File: src/rtl/win_banner_ctrl_pkg.sv
// Shared types and constants for the win banner controller.
//   banner_state_e : FSM state encoding (idle, reveal, blink, hold)
//   NUM_CHARS      : number of glyph slots in the banner
//   CHAR_PITCH     : horizontal distance in pixels between glyph slots
//   Slot*          : slot indices for "P", "1|2", " ", "W", "I", "N"
package win_banner_ctrl_pkg;

  typedef enum logic [1:0] {
    StIdle   = 2'd0,
    StReveal = 2'd1,
    StBlink  = 2'd2,
    StHold   = 2'd3
  } banner_state_e;

  localparam int unsigned NUM_CHARS  = 6;
  localparam int unsigned CHAR_PITCH = 32;

  localparam int unsigned SlotP     = 0;
  localparam int unsigned SlotNum   = 1;
  localparam int unsigned SlotSpace = 2;
  localparam int unsigned SlotW     = 3;
  localparam int unsigned SlotI     = 4;
  localparam int unsigned SlotN     = 5;

endpackage

File: src/rtl/win_banner_ctrl_frame_counter.sv
// Frame counter: counts frame_tick pulses from 0 up to a terminal value, then wraps to 0.
//   clk, reset : clock and synchronous active-high reset
//   clear      : force the count to 0 (wins over tick)
//   tick       : advance request, one per video frame
//   term       : terminal count value
//   tc         : high while the count equals term
module win_banner_ctrl_frame_counter #(
  parameter int unsigned Width = 4
) (
  input  logic             clk,
  input  logic             reset,
  input  logic             clear,
  input  logic             tick,
  input  logic [Width-1:0] term,
  output logic             tc
);

  logic [Width-1:0] count_d, count_q;

  always_comb begin
    count_d = count_q;
    if (clear) begin
      count_d = '0;
    end else if (tick) begin
      count_d = (count_q == term) ? '0 : count_q + Width'(1);
    end
  end

  always_ff @(posedge clk) begin
    if (reset) begin
      count_q <= '0;
    end else begin
      count_q <= count_d;
    end
  end

  assign tc = (count_q == term);

endmodule

File: src/rtl/win_banner_ctrl.sv
// Win banner controller: after game_over, reveals "P1 WIN"/"P2 WIN" one glyph at a time, blinks
// the full banner BLINK_COUNT times, then holds it until restart.
//   clk, reset          : clock and synchronous active-high reset
//   frame_tick          : one pulse per video frame
//   game_over, winner   : start pulse and the winning player (0 = P1, 1 = P2)
//   restart             : return to idle
//   char_en             : per-slot glyph enables
//   base_x, base_y      : banner origin in pixels
//   winner_q            : latched winner, selects the glyph in slot 1
//   active              : high whenever the banner sequence is not idle
module win_banner_ctrl
  import win_banner_ctrl_pkg::*;
#(
  parameter int unsigned REVEAL_FRAMES = 8,
  parameter int unsigned BLINK_FRAMES  = 15,
  parameter int unsigned BLINK_COUNT   = 3,
  parameter int unsigned BASE_X        = 224,
  parameter int unsigned BASE_Y        = 200
) (
  input  logic                 clk,
  input  logic                 reset,
  input  logic                 frame_tick,
  input  logic                 game_over,
  input  logic                 winner,
  input  logic                 restart,
  output logic [NUM_CHARS-1:0] char_en,
  output logic [9:0]           base_x,
  output logic [9:0]           base_y,
  output logic                 winner_q,
  output logic                 active
);

  localparam int unsigned MaxFrames = (REVEAL_FRAMES > BLINK_FRAMES) ? REVEAL_FRAMES
                                                                      : BLINK_FRAMES;
  localparam int unsigned FcntW     = (MaxFrames > 1) ? $clog2(MaxFrames) : 1;
  localparam int unsigned BcntW     = $clog2(BLINK_COUNT) + 1;

  localparam logic [FcntW-1:0] RevealTerm = FcntW'(REVEAL_FRAMES - 1);
  localparam logic [FcntW-1:0] BlinkTerm  = FcntW'(BLINK_FRAMES - 1);

  banner_state_e        state_d, state_q;
  logic [NUM_CHARS-1:0] char_en_d, char_en_q;
  logic [BcntW-1:0]     bcnt_d, bcnt_q;
  logic                 winner_d, winner_qq;
  logic                 active_d, active_q;
  logic [9:0]           base_x_q, base_y_q;

  logic             fcnt_clear;
  logic             fcnt_tc;
  logic             phase_done;
  logic [FcntW-1:0] fcnt_term;

  assign fcnt_term  = (state_q == StBlink) ? BlinkTerm : RevealTerm;
  assign phase_done = frame_tick & fcnt_tc;

  win_banner_ctrl_frame_counter #(
    .Width (FcntW)
  ) u_frame_counter (
    .clk   (clk),
    .reset (reset),
    .clear (fcnt_clear),
    .tick  (frame_tick),
    .term  (fcnt_term),
    .tc    (fcnt_tc)
  );

  always_comb begin
    state_d    = state_q;
    char_en_d  = char_en_q;
    bcnt_d     = bcnt_q;
    winner_d   = winner_qq;
    fcnt_clear = 1'b0;
    if (restart) begin
      state_d    = StIdle;
      char_en_d  = '0;
      bcnt_d     = '0;
      fcnt_clear = 1'b1;
    end else begin
      unique case (state_q)
        StIdle: begin
          // Counter is held clear here, so a tick alongside game_over is not counted.
          fcnt_clear = 1'b1;
          if (game_over) begin
            state_d   = StReveal;
            char_en_d = NUM_CHARS'(1);
            bcnt_d    = '0;
            winner_d  = winner;
          end
        end
        StReveal: begin
          if (phase_done) begin
            if (&char_en_q) begin
              state_d   = StBlink;
              char_en_d = '0;
            end else begin
              char_en_d = {char_en_q[NUM_CHARS-2:0], 1'b1};
            end
          end
        end
        StBlink: begin
          if (phase_done) begin
            if (char_en_q == '0) begin
              // Off->on: one more completed blink.
              char_en_d = '1;
              bcnt_d    = bcnt_q + BcntW'(1);
            end else if (bcnt_q == BcntW'(BLINK_COUNT)) begin
              // Last on-phase has run its full length; keep the banner lit.
              state_d = StHold;
            end else begin
              char_en_d = '0;
            end
          end
        end
        StHold: begin
          fcnt_clear = 1'b1;
          char_en_d  = '1;
        end
        default: begin
          state_d   = StIdle;
          char_en_d = '0;
        end
      endcase
    end
    active_d = (state_d != StIdle);
  end

  always_ff @(posedge clk) begin
    if (reset) begin
      state_q   <= StIdle;
      char_en_q <= '0;
      bcnt_q    <= '0;
      winner_qq <= 1'b0;
      active_q  <= 1'b0;
      base_x_q  <= 10'(BASE_X);
      base_y_q  <= 10'(BASE_Y);
    end else begin
      state_q   <= state_d;
      char_en_q <= char_en_d;
      bcnt_q    <= bcnt_d;
      winner_qq <= winner_d;
      active_q  <= active_d;
      base_x_q  <= 10'(BASE_X);
      base_y_q  <= 10'(BASE_Y);
    end
  end

  assign char_en  = char_en_q;
  assign winner_q = winner_qq;
  assign active   = active_q;
  assign base_x   = base_x_q;
  assign base_y   = base_y_q;

endmodule
File: config.mk
export PLATFORM = sky130hd
export DESIGN_NAME = win_banner_ctrl
export DESIGN_NICKNAME = d
export VERILOG_FILES = /design/src/rtl/win_banner_ctrl_pkg.sv /design/src/rtl/win_banner_ctrl_frame_counter.sv /design/src/rtl/win_banner_ctrl.sv
export SDC_FILE = /design/constraint.sdc
export NUM_CORES = 1
export LEC_CHECK = 0
export CAP_MARGIN = 25
export CORE_ASPECT_RATIO = 1.1
export CORE_UTILIZATION = 28
export DETAILED_ROUTE_END_ITERATION = 7
export HOLD_SLACK_MARGIN = 0.1
export PLACE_DENSITY = 0.63
export SKIP_CTS_REPAIR_TIMING = 1
export SLEW_MARGIN = 20
export SYNTH_ARGS = -nofsm -noshare
export SYNTH_HDL_FRONTEND = slang
export SYNTH_SLANG_ARGS = --single-unit
File: constraint.sdc
create_clock -name clk -period 6 [get_ports clk]
set_clock_uncertainty 0.05 [all_clocks]
set_input_delay 0.6 -clock clk [delete_from_list [all_inputs] [get_ports clk]]
set_output_delay 0.6 -clock clk [all_outputs]
set_load 0.02 [all_outputs]
Word-level counts from Yosys, hierarchy flattened:

Index checks and enable logic that the tools add are counted.

* output and inout bits: 28
* register bits after elaboration: 17
* input port bits: 6
* word-level logic and storage cells: 54

* reduce and logical (&&, ||, !) cells: 11
* mux-type cells: 23
* $add $sub $neg: 2
* bitwise operators: 2
* eq/ne operators: 10

Operator list (count)
* $mux W6: 6
* $pmux W6 S4: 1
* $mux W2: 7
* $mux W3: 3
* $mux W4: 2
* $reduce_and A4 Y1: 2
* $logic_not A6 Y1: 1
* $ne A2 B2 Y1 const B: 3
* $pmux W2 S3: 1
* $pmux W3 S2: 1
* $reduce_and A6 Y1: 1
* $reduce_or A2 Y1: 3
* $add A4 B1 Y4 const B: 1
* $eq A2 B2 Y1 const B: 2
* $eq A4 B4 Y1: 1
* $reduce_bool A2 Y1: 2
* $add A3 B1 Y3 const B: 1
* $eq A3 B2 Y1 const B: 1
* $ne A3 B3 Y1 const B: 1
* $reduce_and A3 Y1: 1
* $eq A2 B1 Y1 const B: 1
* $logic_not A2 Y1: 1
* $mux W1: 2
* $ne A2 B1 Y1 const B: 1
* other kinds (2): 2

Depth between registers and ports, before layout:

* word-level depth: 8
* gate-level depth with buffers: 7
* gate-level depth less buffers: 7

Hierarchy:

From an unflattened synthesis, not the netlist that was laid out.

* cells, all modules: 133
* area, all modules: 1229.9 sq um

By module, submodules not included
* win_banner_ctrl: seq. area each 260.2 sq um, cells an instance 105, area each 922.1 sq um, times used 1
* win_banner_ctrl_frame_counter: seq. area each 80.1 sq um, cells an instance 28, area each 307.8 sq um, times used 1

Least setup slack after synthesis:

No wires, ideal clock.

* path kind: reg-to-reg
* start point: reg state_q[0]
* end point: reg char_en_q[0] (netlist: char_en[0])
* required time: 5.834 ns
* arrival time: 1.800 ns
* setup time: 0.116 ns
* cell stages (with the launch flop): 8
* path slack: 4.034 ns
* period minus slack after synthesis: 1.966 ns
* path buffers: 0
* path through: dfxtp_1 inv_1 ha_1 nor3b_2 o21ai_2 o31a_1 a2111o_1 o211a_1

* cells in the longest elaborated chain, start to end: 6
* elaborated cells between the ends (all ways): 13
* those cells by class: 8 x eq/ne; 2 x mux; 1 x bitwise; 2 x reduce/logical

RTL lines
* start: declaration: line win_banner_ctrl.sv:41 `banner_state_e state_d, state_q;`
* start signal: assignment: line win_banner_ctrl.sv:129 `state_q <= StIdle;`
* start signal: assignment: line win_banner_ctrl.sv:137 `state_q <= state_d;`
* $eq A2 B2 Y1: line win_banner_ctrl.sv:53, win_banner_ctrl.sv:79
* $mux W4: line win_banner_ctrl.sv:53 `assign fcnt_term = (state_q == StBlink) ? BlinkTerm : RevealTerm;`
* $eq A4 B4 Y1: line win_banner_ctrl_frame_counter.sv:37 `assign tc = (count_q == term);`
* $and A1 B1 Y1: line win_banner_ctrl.sv:54 `assign phase_done = frame_tick & fcnt_tc;`
* $ne A2 B2 Y1 (no line)
* $reduce_and A4 Y1 (no line)
* end signal: assignment: line win_banner_ctrl.sv:138 `char_en_q <= char_en_d;`
* end: declaration: line win_banner_ctrl.sv:42 `logic [NUM_CHARS-1:0] char_en_d, char_en_q;`

Several ways; a longest one is shown, not always the timed one.
A chain may end at the register's enable or synchronous reset.

Worst setup path after layout:

Same ends and word-level chain as after synthesis.

==> impl_metrics.py <==
metrics = {
    "critical_path": {
        "critical_path.max_stage_delay_ns": 0.49,
        "worstReg2RegStart": "state_q[0]",
        "critPathRequiredTime_ns": 6.09,
        "cp-start-kind": "register",
        "path_class": "register to register",
        "r2r_setup_slack_ns": 3.67,
        "startpoint": "state_q[0]",
        "endpoint_kind": "register",
        "crit_path_max_fanout": 14,
        "critPathSlowestCell": "ha_1",
        "worst-endpoint-arrival_ns": 2.42,
        "crit_end": "char_en[0]",
        "path_cells": "inv_1 > ha_1 > and3b_2 > o21ai_2 > o31a_1 > a2111o_1 > o211a_1",
        "r2r_cells": 7,
        "r2r_end": "char_en[0]",
    },
    "timing": {
        "worst_pin_slew_ns": 0.7871,
        "post-route-period-util_pct": 38.81,
        "setup_viol": 0,
        "hold_viol": 0,
        "timing.final.max_slew_violations": 0,
        "fin_tns_setup_ns": 0,
        "fmaxAchievable_ghz": 0.4294,
        "whs_ns": 0.4302,
        "post-route-min-period_ns": 2.329,
        "finalWorstSetupSlack_ns": 3.671,
        "rsz0062_at_grt": "no",
        "relSlewSlack_pct": 47.33,
    },
    "logic_synthesis": {
        "async_reset_ff_share_pct": 0,
        "ys_top_cells_by_area": "dfxtp_1, buf_4, ha_1, nand2_1, o32ai_1",
        "yosysMostFrequentCell": "buf_4",
        "netlist-cell-type-count": 47,
        "synth_edf_count": 0,
        "ys_seq_elements": 17,
        "synth_top_cell_area_share_pct": 29.37,
        "yosysWarnings": 0,
        "synth_common_cells": "buf_4, dfxtp_1, nand2_1",
        "synthesis.area_um2": 1159,
        "syn_inst": 136,
        "synth.avg_cell_area_um2": 8.519,
        "synth_flop_cell": "dfxtp_1",
        "synth_largest_area_cell": "dfxtp_1",
        "yosysSeqAreaShare_pct": 29.37,
    },
    "hold_path": {
        "hp-class": "register to register",
    },
    "routing": {
        "vias": 929,
        "ant_nets": 0,
        "postRouteWirelength_mm": 2.263,
        "drt_first_pass_iters": 4,
        "drc_errors": 0,
        "wl_per_cell_um": 11.32,
        "drtIter0Drc": 13,
        "viasPerCell": 4.645,
    },
    "die": {
        "fp.dieArea_um2": 4399,
        "die_w_um": 63.33,
        "coreArea_um2": 3964,
        "initial_core_util_pct": 29.23,
        "io_pins": 34,
        "die_h_um": 69.47,
        "num_rows": 24,
    },
    "placed_design": {
        "dp_slack_ns": 3.514,
        "io_buffers": 13,
        "place_hpwl_mm": 1.698,
        "post_dp_cell_area_um2": 1260,
        "gp_congestion": 0.8146,
    },
    "global_route": {
        "grt_overflow_total": 0,
        "grt_pass1_vias": 855,
        "grt_pass1_wl_mm": 3.822,
        "grt_antenna_before_repair": 0,
        "groute.usage.overall_pct": 10.86,
        "grt_max_degree": 15,
    },
    "final_layout": {
        "synthToLayoutAreaGrowth_pct": 12.63,
        "drive_gt1_share_pct": 7.432,
        "antennaDiodeCount": 0,
        "fin_area_um2": 1305,
        "num-nets-final": 164,
    },
    "power": {
        "ir_drop_mv": 0.05155,
        "power.leakage_nw": 0.4979,
        "power_density_nw_per_um2": 181.7,
        "p_total_w": 0.0002371,
    },
    "clocking": {
        "ctsRootBufferMaster": "clkbuf_8",
        "clk_pin_slew_ns": 0.07,
        "cts_tree": "done",
        "htree_num_levels": 1,
        "cts_buffers": 3,
        "clock_latency_ns": 0.25,
        "cts_buffer_depth": 2,
        "cts_num_sinks": 17,
    },
    "status": {
        "status": "completed",
    },
    "run": {
        "drv_cap": 0,
    },
}
power by group:
part	switching (W)	internal, W	total (W)
Combinational	0.0000243	0.0000105	0.0000348
Clock	0.0000394	0.0000471	0.0000866
Sequential	0.00000144	0.000114	0.000116
Total	0.0000652	0.000172	0.000237
per-layer routing:
layer / vias to the layer above / track usage (%) / part of all wire, %
li1: 474 / - / -
met1: 430 / 14.14 / 49
met2: 21 / 16.78 / 46
met3: 4 / 2.796 / 3.7
met4: 0 / 4.545 / 1.2
met5: - / 0 / 0
how the worst min path moves through the flow:
stage | from | end | slack [ns] | cells past startpoint
2_1_floorplan | bcnt_q[1] | bcnt_q[1] | 0.39 | 2
3_3_place_gp | bcnt_q[1] | bcnt_q[1] | 0.41 | 2
3_5_place_dp | bcnt_q[1] | bcnt_q[1] | 0.41 | 2
4_1_cts | bcnt_q[1] | bcnt_q[1] | 0.42 | 2
5_1_grt | bcnt_q[0] | bcnt_q[0] | 0.45 | 2
6_report | bcnt_q[1] | bcnt_q[1] | 0.43 | 2
final cells by class:
| class | count | area, µm² |
|---|---|---|
| Fill cell | 454 | 2659 |
| Multi-Input combinational cell | 110 | 709.4 |
| Clock buffer | 4 | 45.04 |
| Inverter | 4 | 15.01 |
| Tap cell | 52 | 65.06 |
| Sequential cell | 17 | 340.3 |
| Timing Repair Buffer | 13 | 130.1 |
cell families after synthesis:
| kind of cell | Yosys count | synth area share (%) |
|---|---|---|
| AO/OA/AOI/OAI | 34 | 22.03 |
| XOR/XNOR | 1 | 0.7561 |
| multiplexers | 2 | 1.836 |
| adder cells (fa/ha/maj) | 9 | 9.719 |
| other | 2 | 0.6482 |
| buffers and inverters | 27 | 15.23 |
| AND/OR/NAND/NOR | 44 | 20.41 |
| flip-flops | 17 | 29.37 |
stage by stage:
step	instances	util [%]
global route	200	32.92
finish	200	32.92
CTS	200	32.92
global placement	196	31.79
detailed placement	196	31.79
floorplan	154	-
registers in the layout (all words and copies together) (netlist names):
signal,cells
char_en,6
state_q,2
bcnt_q,3
u_frame_counter.count_q,4
active,1
winner_q,1
placed cells by master (no fill, tap or decap), drive strengths merged, types with 2 or more instances in the layout:
master	Yosys	layout
a21boi	2	2
a21oi	8	8
clkbuf	2	4
clkdlybuf4s50	0	13
conb	2	20
dfxtp	17	17
ha	9	9
inv	4	4
nand2	14	14
nand4	2	2
nand4b	2	2
nor2	11	11
nor2b	3	3
o21ai	4	4
o31ai	2	2
o32ai	5	5
or2	2	2
worst max-delay path: cells and delay by family, from the launching register on:
kind / cells / cell delay [ns]
compound gates: 4 / 0.87
fa+ha+maj: 1 / 0.49
buf+inv: 1 / 0.12
flops: 1 / 0.36
simple gates: 1 / 0.34
Power figures use the tool's default switching activity.
